## config.mk

```make
export PLATFORM = sky130hd
export DESIGN_NAME = alu_exec_unit
export DESIGN_NICKNAME = d
export VERILOG_FILES = /design/src/rtl/alu_exec_unit.sv
export SDC_FILE = /design/constraint.sdc
export NUM_CORES = 2
export LEC_CHECK = 0
export ABC_AREA = 1
export BUFFER_PORTS_ARGS = -buffer_cell sky130_fd_sc_hd__buf_2
export CORE_AREA = 2 2 401 403
export CTS_BUF_LIST = sky130_fd_sc_hd__clkbuf_8
export DETAILED_ROUTE_END_ITERATION = 12
export DIE_AREA = 0 0 403 405
export PLACE_DENSITY_LB_ADDON = 0.15
export SLEW_MARGIN = 20
export SYNTH_ARGS = -nofsm -noshare
export SYNTH_HDL_FRONTEND = slang
export SYNTH_SLANG_ARGS = --single-unit
```

## constraint.sdc

```tcl
create_clock -name clk -period 11.9 [get_ports clk]
set_input_delay 1.785 -clock clk [delete_from_list [all_inputs] [get_ports clk]]
set_output_delay 1.785 -clock clk [all_outputs]
set_load 0.05 [all_outputs]
```

## src/rtl/alu_exec_unit.sv

```systemverilog
`timescale 1ns/1ps
// alu_exec_unit: single-issue integer execute unit. It covers the RV base ALU, plus the
// M extension when M_EN != 0. Multiplies finish in one cycle. Divides and remainders use
// an XLEN-cycle restoring divider.
// Ports:
//   clk, rst_n       clock and synchronous active-low reset
//   in_valid/ready   operation handshake
//   ALUop, funct3, funct75, funct70, op5
//                    decode fields for the operation
//   src_a, src_b     operands
//   flush            abort any in-flight operation and drop the held result
//   out_valid/ready  result handshake
//   result, zero, illegal
//                    registered result payload
module alu_exec_unit #(
    parameter int unsigned XLEN = 32,
    parameter int unsigned M_EN = 1
) (
    input  logic            clk,
    input  logic            rst_n,
    input  logic            in_valid,
    output logic            in_ready,
    input  logic [1:0]      ALUop,
    input  logic [2:0]      funct3,
    input  logic            funct75,
    input  logic            funct70,
    input  logic            op5,
    input  logic [XLEN-1:0] src_a,
    input  logic [XLEN-1:0] src_b,
    input  logic            flush,
    output logic            out_valid,
    input  logic            out_ready,
    output logic [XLEN-1:0] result,
    output logic            zero,
    output logic            illegal
);
    localparam int unsigned SHW = $clog2(XLEN);
    localparam int unsigned PW  = 2 * XLEN;

    typedef enum logic [1:0] {S_IDLE, S_DIV, S_HOLD} state_e;
    typedef enum logic [4:0] {
        OP_ADD, OP_SUB, OP_SLL, OP_SLT, OP_SLTU, OP_XOR, OP_SRL, OP_SRA, OP_OR, OP_AND,
        OP_MUL, OP_MULH, OP_MULHSU, OP_MULHU, OP_DIV, OP_DIVU, OP_REM, OP_REMU
    } op_e;

    state_e          state_q, state_d;
    logic            out_valid_q, out_valid_d;
    logic [XLEN-1:0] result_q, result_d;
    logic            zero_q, zero_d;
    logic            illegal_q, illegal_d;
    logic [SHW-1:0]  cnt_q, cnt_d;
    logic [XLEN-1:0] quo_q, quo_d;
    logic [XLEN-1:0] rem_q, rem_d;
    logic [XLEN-1:0] divisor_q, divisor_d;
    logic            neg_quot_q, neg_quot_d;
    logic            neg_rem_q, neg_rem_d;
    logic            is_rem_q, is_rem_d;

    op_e             op_c;
    logic            ill_c;
    logic [SHW-1:0]  shamt_c;
    logic [PW-1:0]   mul_a_c, mul_b_c, prod_c;
    logic            is_div_c, is_rem_c, sdiv_c, div_zero_c, div_ovf_c;
    logic            a_neg_c, b_neg_c;
    logic [XLEN-1:0] a_mag_c, b_mag_c;
    logic [XLEN-1:0] alu_res_c, exec_res_c;
    logic [XLEN:0]   r_sh_c, diff_c;
    logic [XLEN-1:0] quo_step_c, rem_step_c, div_res_c;
    logic            accept_c;

    // Decode: illegal encodings fall back to add with the illegal flag set.
    always_comb begin
        op_c  = OP_ADD;
        ill_c = 1'b0;
        case (ALUop)
            2'b00: op_c = OP_ADD;
            2'b01: op_c = OP_SUB;
            2'b10: begin
                if (op5 && funct70) begin
                    if (M_EN != 0) begin
                        case (funct3)
                            3'b000:  op_c = OP_MUL;
                            3'b001:  op_c = OP_MULH;
                            3'b010:  op_c = OP_MULHSU;
                            3'b011:  op_c = OP_MULHU;
                            3'b100:  op_c = OP_DIV;
                            3'b101:  op_c = OP_DIVU;
                            3'b110:  op_c = OP_REM;
                            default: op_c = OP_REMU;
                        endcase
                    end else begin
                        ill_c = 1'b1;
                    end
                end else begin
                    case (funct3)
                        3'b000:  op_c = (op5 && funct75) ? OP_SUB : OP_ADD;
                        3'b001:  op_c = OP_SLL;
                        3'b010:  op_c = OP_SLT;
                        3'b011:  op_c = OP_SLTU;
                        3'b100:  op_c = OP_XOR;
                        3'b101:  op_c = funct75 ? OP_SRA : OP_SRL;
                        3'b110:  op_c = OP_OR;
                        default: op_c = OP_AND;
                    endcase
                    // funct75 only selects sub/sra. On I-type it is an immediate bit,
                    // except for slli, where it must be zero.
                    if (funct75 && ((funct3 == 3'b001) ||
                        (op5 && (funct3 != 3'b000) && (funct3 != 3'b101)))) begin
                        ill_c = 1'b1;
                        op_c  = OP_ADD;
                    end
                end
            end
            default: ill_c = 1'b1;
        endcase
    end

    // Single-cycle datapath, including the divide early-outs.
    always_comb begin
        shamt_c    = src_b[SHW-1:0];
        mul_a_c    = ((op_c == OP_MULH) || (op_c == OP_MULHSU)) ?
                     {{XLEN{src_a[XLEN-1]}}, src_a} : {{XLEN{1'b0}}, src_a};
        mul_b_c    = (op_c == OP_MULH) ? {{XLEN{src_b[XLEN-1]}}, src_b} : {{XLEN{1'b0}}, src_b};
        prod_c     = mul_a_c * mul_b_c;
        is_div_c   = (op_c == OP_DIV) || (op_c == OP_DIVU) || (op_c == OP_REM) || (op_c == OP_REMU);
        is_rem_c   = (op_c == OP_REM) || (op_c == OP_REMU);
        sdiv_c     = (op_c == OP_DIV) || (op_c == OP_REM);
        div_zero_c = (src_b == '0);
        div_ovf_c  = sdiv_c && (src_a == {1'b1, {(XLEN-1){1'b0}}}) && (src_b == '1);
        a_neg_c    = sdiv_c && src_a[XLEN-1];
        b_neg_c    = sdiv_c && src_b[XLEN-1];
        a_mag_c    = a_neg_c ? -src_a : src_a;
        b_mag_c    = b_neg_c ? -src_b : src_b;

        case (op_c)
            OP_SUB:    alu_res_c = src_a - src_b;
            OP_SLL:    alu_res_c = src_a << shamt_c;
            OP_SLT:    alu_res_c = XLEN'($signed(src_a) < $signed(src_b));
            OP_SLTU:   alu_res_c = XLEN'(src_a < src_b);
            OP_XOR:    alu_res_c = src_a ^ src_b;
            OP_SRL:    alu_res_c = src_a >> shamt_c;
            OP_SRA:    alu_res_c = XLEN'($signed(src_a) >>> shamt_c);
            OP_OR:     alu_res_c = src_a | src_b;
            OP_AND:    alu_res_c = src_a & src_b;
            OP_MUL:    alu_res_c = prod_c[XLEN-1:0];
            OP_MULH,
            OP_MULHSU,
            OP_MULHU:  alu_res_c = prod_c[PW-1:XLEN];
            default:   alu_res_c = src_a + src_b;
        endcase

        // Only the divide-by-zero and signed-overflow cases reach the result mux
        // directly; every other divide goes through the iterative divider.
        if (is_div_c) begin
            if (div_zero_c) begin
                exec_res_c = is_rem_c ? src_a : '1;
            end else begin
                exec_res_c = is_rem_c ? '0 : src_a;
            end
        end else begin
            exec_res_c = alu_res_c;
        end
    end

    // One restoring-division step: shift in the next dividend bit, then subtract if it fits.
    always_comb begin
        r_sh_c = {rem_q, quo_q[XLEN-1]};
        diff_c = r_sh_c - {1'b0, divisor_q};
        if (!diff_c[XLEN]) begin
            rem_step_c = diff_c[XLEN-1:0];
            quo_step_c = {quo_q[XLEN-2:0], 1'b1};
        end else begin
            rem_step_c = r_sh_c[XLEN-1:0];
            quo_step_c = {quo_q[XLEN-2:0], 1'b0};
        end
        if (is_rem_q) begin
            div_res_c = neg_rem_q ? -rem_step_c : rem_step_c;
        end else begin
            div_res_c = neg_quot_q ? -quo_step_c : quo_step_c;
        end
    end

    assign in_ready = (state_q == S_IDLE) && (!out_valid_q || out_ready);
    assign accept_c = in_valid && in_ready && !flush;

    // Next-state and result-register update.
    always_comb begin
        state_d     = state_q;
        out_valid_d = out_valid_q;
        result_d    = result_q;
        zero_d      = zero_q;
        illegal_d   = illegal_q;
        cnt_d       = cnt_q;
        quo_d       = quo_q;
        rem_d       = rem_q;
        divisor_d   = divisor_q;
        neg_quot_d  = neg_quot_q;
        neg_rem_d   = neg_rem_q;
        is_rem_d    = is_rem_q;

        if (flush) begin
            state_d     = S_IDLE;
            out_valid_d = 1'b0;
            cnt_d       = '0;
        end else begin
            case (state_q)
                S_IDLE: begin
                    if (out_valid_q && out_ready) begin
                        out_valid_d = 1'b0;
                    end
                    if (accept_c) begin
                        if (is_div_c && !div_zero_c && !div_ovf_c) begin
                            state_d     = S_DIV;
                            out_valid_d = 1'b0;
                            cnt_d       = '0;
                            quo_d       = a_mag_c;
                            rem_d       = '0;
                            divisor_d   = b_mag_c;
                            neg_quot_d  = a_neg_c ^ b_neg_c;
                            neg_rem_d   = a_neg_c;
                            is_rem_d    = is_rem_c;
                        end else begin
                            out_valid_d = 1'b1;
                            result_d    = exec_res_c;
                            zero_d      = (exec_res_c == '0);
                            illegal_d   = ill_c;
                        end
                    end
                end
                S_DIV: begin
                    quo_d = quo_step_c;
                    rem_d = rem_step_c;
                    cnt_d = cnt_q + SHW'(1);
                    if (cnt_q == SHW'(XLEN - 1)) begin
                        state_d     = S_HOLD;
                        cnt_d       = '0;
                        out_valid_d = 1'b1;
                        result_d    = div_res_c;
                        zero_d      = (div_res_c == '0);
                        illegal_d   = 1'b0;
                    end
                end
                default: begin
                    if (out_ready) begin
                        state_d     = S_IDLE;
                        out_valid_d = 1'b0;
                    end
                end
            endcase
        end
    end

    always_ff @(posedge clk) begin
        if (!rst_n) begin
            state_q     <= S_IDLE;
            out_valid_q <= 1'b0;
            result_q    <= '0;
            zero_q      <= 1'b1;
            illegal_q   <= 1'b0;
            cnt_q       <= '0;
            quo_q       <= '0;
            rem_q       <= '0;
            divisor_q   <= '0;
            neg_quot_q  <= 1'b0;
            neg_rem_q   <= 1'b0;
            is_rem_q    <= 1'b0;
        end else begin
            state_q     <= state_d;
            out_valid_q <= out_valid_d;
            result_q    <= result_d;
            zero_q      <= zero_d;
            illegal_q   <= illegal_d;
            cnt_q       <= cnt_d;
            quo_q       <= quo_d;
            rem_q       <= rem_d;
            divisor_q   <= divisor_d;
            neg_quot_q  <= neg_quot_d;
            neg_rem_q   <= neg_rem_d;
            is_rem_q    <= is_rem_d;
        end
    end

    assign out_valid = out_valid_q;
    assign result    = result_q;
    assign zero      = zero_q;
    assign illegal   = illegal_q;

endmodule

```

==> results.yml <==
worst_setup_path:
  reg2reg_depth: 35
  slowest_delay_ns: 0.60
  crit_fanout: 4
  required_ns: 12.36
  timing.rr.end: "zero"
  critPathLaunchType: "primary input"
  r2r_start: "divisor_q[0]"
  critical_path_class: "primary input to flop"
  crit_top_cell: "nand2_1"
  cp_data_arrival_time_ns: 12.03
  r2r_slack_ns: 6.03
  setup.worst_path.end_class: "flop"
  cp_slowest_cell: "fa_1"
synthesis:
  synth_commonest_cells: "2481 x inv_1, 2333 x nand2_1, 1422 x fa_1"
  syn_inst: 9909
  yosys_warnings: 0
  synth_cell_types: 66
  synth_enable_flop_cells: 0
  syn_area_sq_um: 71000
  ys_ff_latch: 141
  synthTopCellsByArea: "fa_1 40%, inv_1 13%, nand2_1 12%, ha_1 7.9%, dfxtp_1 4.0%"
  yosysMostFrequentCell: "inv_1"
  synth_top_cell_area_share_pct: 40.1
  synth_largest_area_cell: "fa_1"
  synth_fp_nets: 11900
  syn_area_per_cell_sq_um: 7.16
  synth_ff_type: "dfxtp_1"
  async_flop_share_pct: 0
  yosysSeqAreaShare_pct: 3.98
worst_hold_path:
  min_delay_path_depth: 2
  hp-class: "flop to flop"
  min_from: "divisor_q[4]"
  worstHoldEndpoint: "divisor_q[4]"
route:
  drt_iter0_drc: 7121
  drc_errors: 0
  via_per_inst: 5.53
  totalWireLength_mm: 331
  drtPass1Iterations: 6
  final_antenna_net_count: 0
  post_drt_wl_per_cell_um: 26.6
  via_count: 68800
clock_tree:
  clk_pin_slew_ns: 0.11
  clk_latency_ns: 0.53
  cts-buffers-inserted: 17
  cts_sinks: 141
  cts_max_level: 4
  cts_tree: "yes"
  cts-root-buf: "clkbuf_8"
  clk_path_buf_depth: 2
sta:
  min_period_over_period_pct: 97.3
  rsz0062_at_grt: "yes"
  worst_slew_pin_slew_ns: 1.17
  hold_violations: 0
  setup_viol: 0
  finalCriticalPeriod_ns: 11.57
  layout_setup_ws_ns: 0.327
  clock_skew_ns: 0.0324
  max_freq_mhz: 86.4
  slew_viol_final: 0
  relSlewSlack_pct: 21.8
place:
  gp_congestion: 1.11
  dp_slack_ns: -0.657
  dpl.hpwl_mm: 283
  io_buffers: 112
die:
  core.rowCount: 147
  dieArea_sq_um: 163000
  start_util_pct: 44.6
  core_sq_um: 159000
  ios: 113
  dieWidth_um: 403
  die_h_um: 405
global_route:
  grt-ovfl-total: 0
  grt_max_degree: 63
  antenna_found_initial: 19
  grt_pass1_vias: 69800
  track_usage_pct: 40.8
  grt_pass1_wl_mm: 481
final_layout:
  syn_to_final_growth_pct: 12.1
  drive_gt1_share_pct: 11.4
  nets: 12300
  final_util_pct: 50.0
outcome:
  outcome: "complete, no violations"
job:
  drv_cap: 0
## registers in the layout (all words and copies together), names as in the netlist
register,cells
illegal,1
neg_quot_q,1
out_valid,1
divisor_q,32
cnt_q,5
quo_q,32
neg_rem_q,1
rem_q,32
state_q,2
zero,1
is_rem_q,1
result,32
## worst max-delay path: cells and delay by family
kind	cells	cell delay, ns
buffers and inverters	15	1.42
AO/OA/AOI/OAI	5	0.81
adder cells (fa/ha/maj)	12	5.62
AND/OR/NAND/NOR	24	2.35
## what timing repair did
| item | in CTS | in global routing |
|---|---|---|
| setup buffers | 0 | 22 |
| endpoints found under the setup margin | 4 | 25 |
| pin swaps | 0 | 78 |
| gates resized for setup | 3 | 170 |
| hold buffers | 0 | 0 |
## metal layers
| layer | global-route usage [%] | vias up | routed length, um |
|---|---|---|---|
| li1 | - | 30300 | - |
| met1 | 55.4 | 34500 | 137000 |
| met2 | 62.7 | 3399 | 145000 |
| met3 | 7.96 | 681 | 30500 |
| met4 | 19.5 | 4 | 19500 |
| met5 | 0 | - | 23 |
## worst max-delay path by stage
stage                  start          to  slack [ns]  cells after the start
floorplan           ALUop[0]        zero        0.21                     50
global placement    ALUop[0]        zero       -0.71                     52
detailed placement  ALUop[0]        zero       -0.66                     52
CTS                 ALUop[0]  result[16]       0.007                     49
global route        ALUop[0]        zero       -0.16                     57
finish              ALUop[0]        zero        0.33                     56
## layout make-up
cell class | count | area [sq um]
Antenna cell | 6 | 15.0
Timing Repair Buffer | 854 | 6660
Multi-Input combinational cell | 6817 | 57600
Inverter | 2505 | 9400
Sequential cell | 141 | 2820
Clock inverter | 15 | 193
Clock buffer | 17 | 234
Fill cell | 16300 | 79700
Tap cell | 2086 | 2610
## cells by family (layout without fill, tap and decap cells)
kind of cell | count (synthesis) | after routing | share of synthesized area [%]
AO/OA/AOI/OAI | 1203 | 1203 | 9.46
XOR/XNOR | 147 | 147 | 1.81
buffers and inverters | 2951 | 3391 | 15.8
AND/OR/NAND/NOR | 3575 | 3575 | 20.6
other | 0 | 6 | 0
multiplexers | 9 | 9 | 0.127
adder cells (fa/ha/maj) | 1883 | 1883 | 48.2
flip-flops | 141 | 141 | 3.98
## cell usage in the layout, fill, tap and decap left out, types with 46 or more instances in the layout
master   count
nand3_1    272
o21ai_1     46
nand4_1     72
buf_2      111
nor2_1     591
nand2_2     52
o21ai_0    421
inv_1     2468
nor2_2      54
fa_1      1410
nand2_1   2315
ha_1       428
buf_4      695
a21oi_1    446
dfxtp_1    141
xor2_1     105
nor3_1      76
## stage by stage
stage / area, sq um / hold WS, ns / TNS, ns / instances
6_report: 79600 / 0.471 / 0 / 12400
5_1_grt: 79600 / 0.489 / -0.442 / 12400
4_1_cts: 78700 / 0.473 / 0 / 12400
3_5_place_dp: 78300 / 0.456 / -8.38 / 12400
3_3_place_gp: 78300 / 0.449 / -7.91 / 12400
2_1_floorplan: 71000 / 0.433 / 0 / 9909
Power is not shown: default switching activity piles up to over one toggle a cycle in this logic, so the estimate is an artifact.
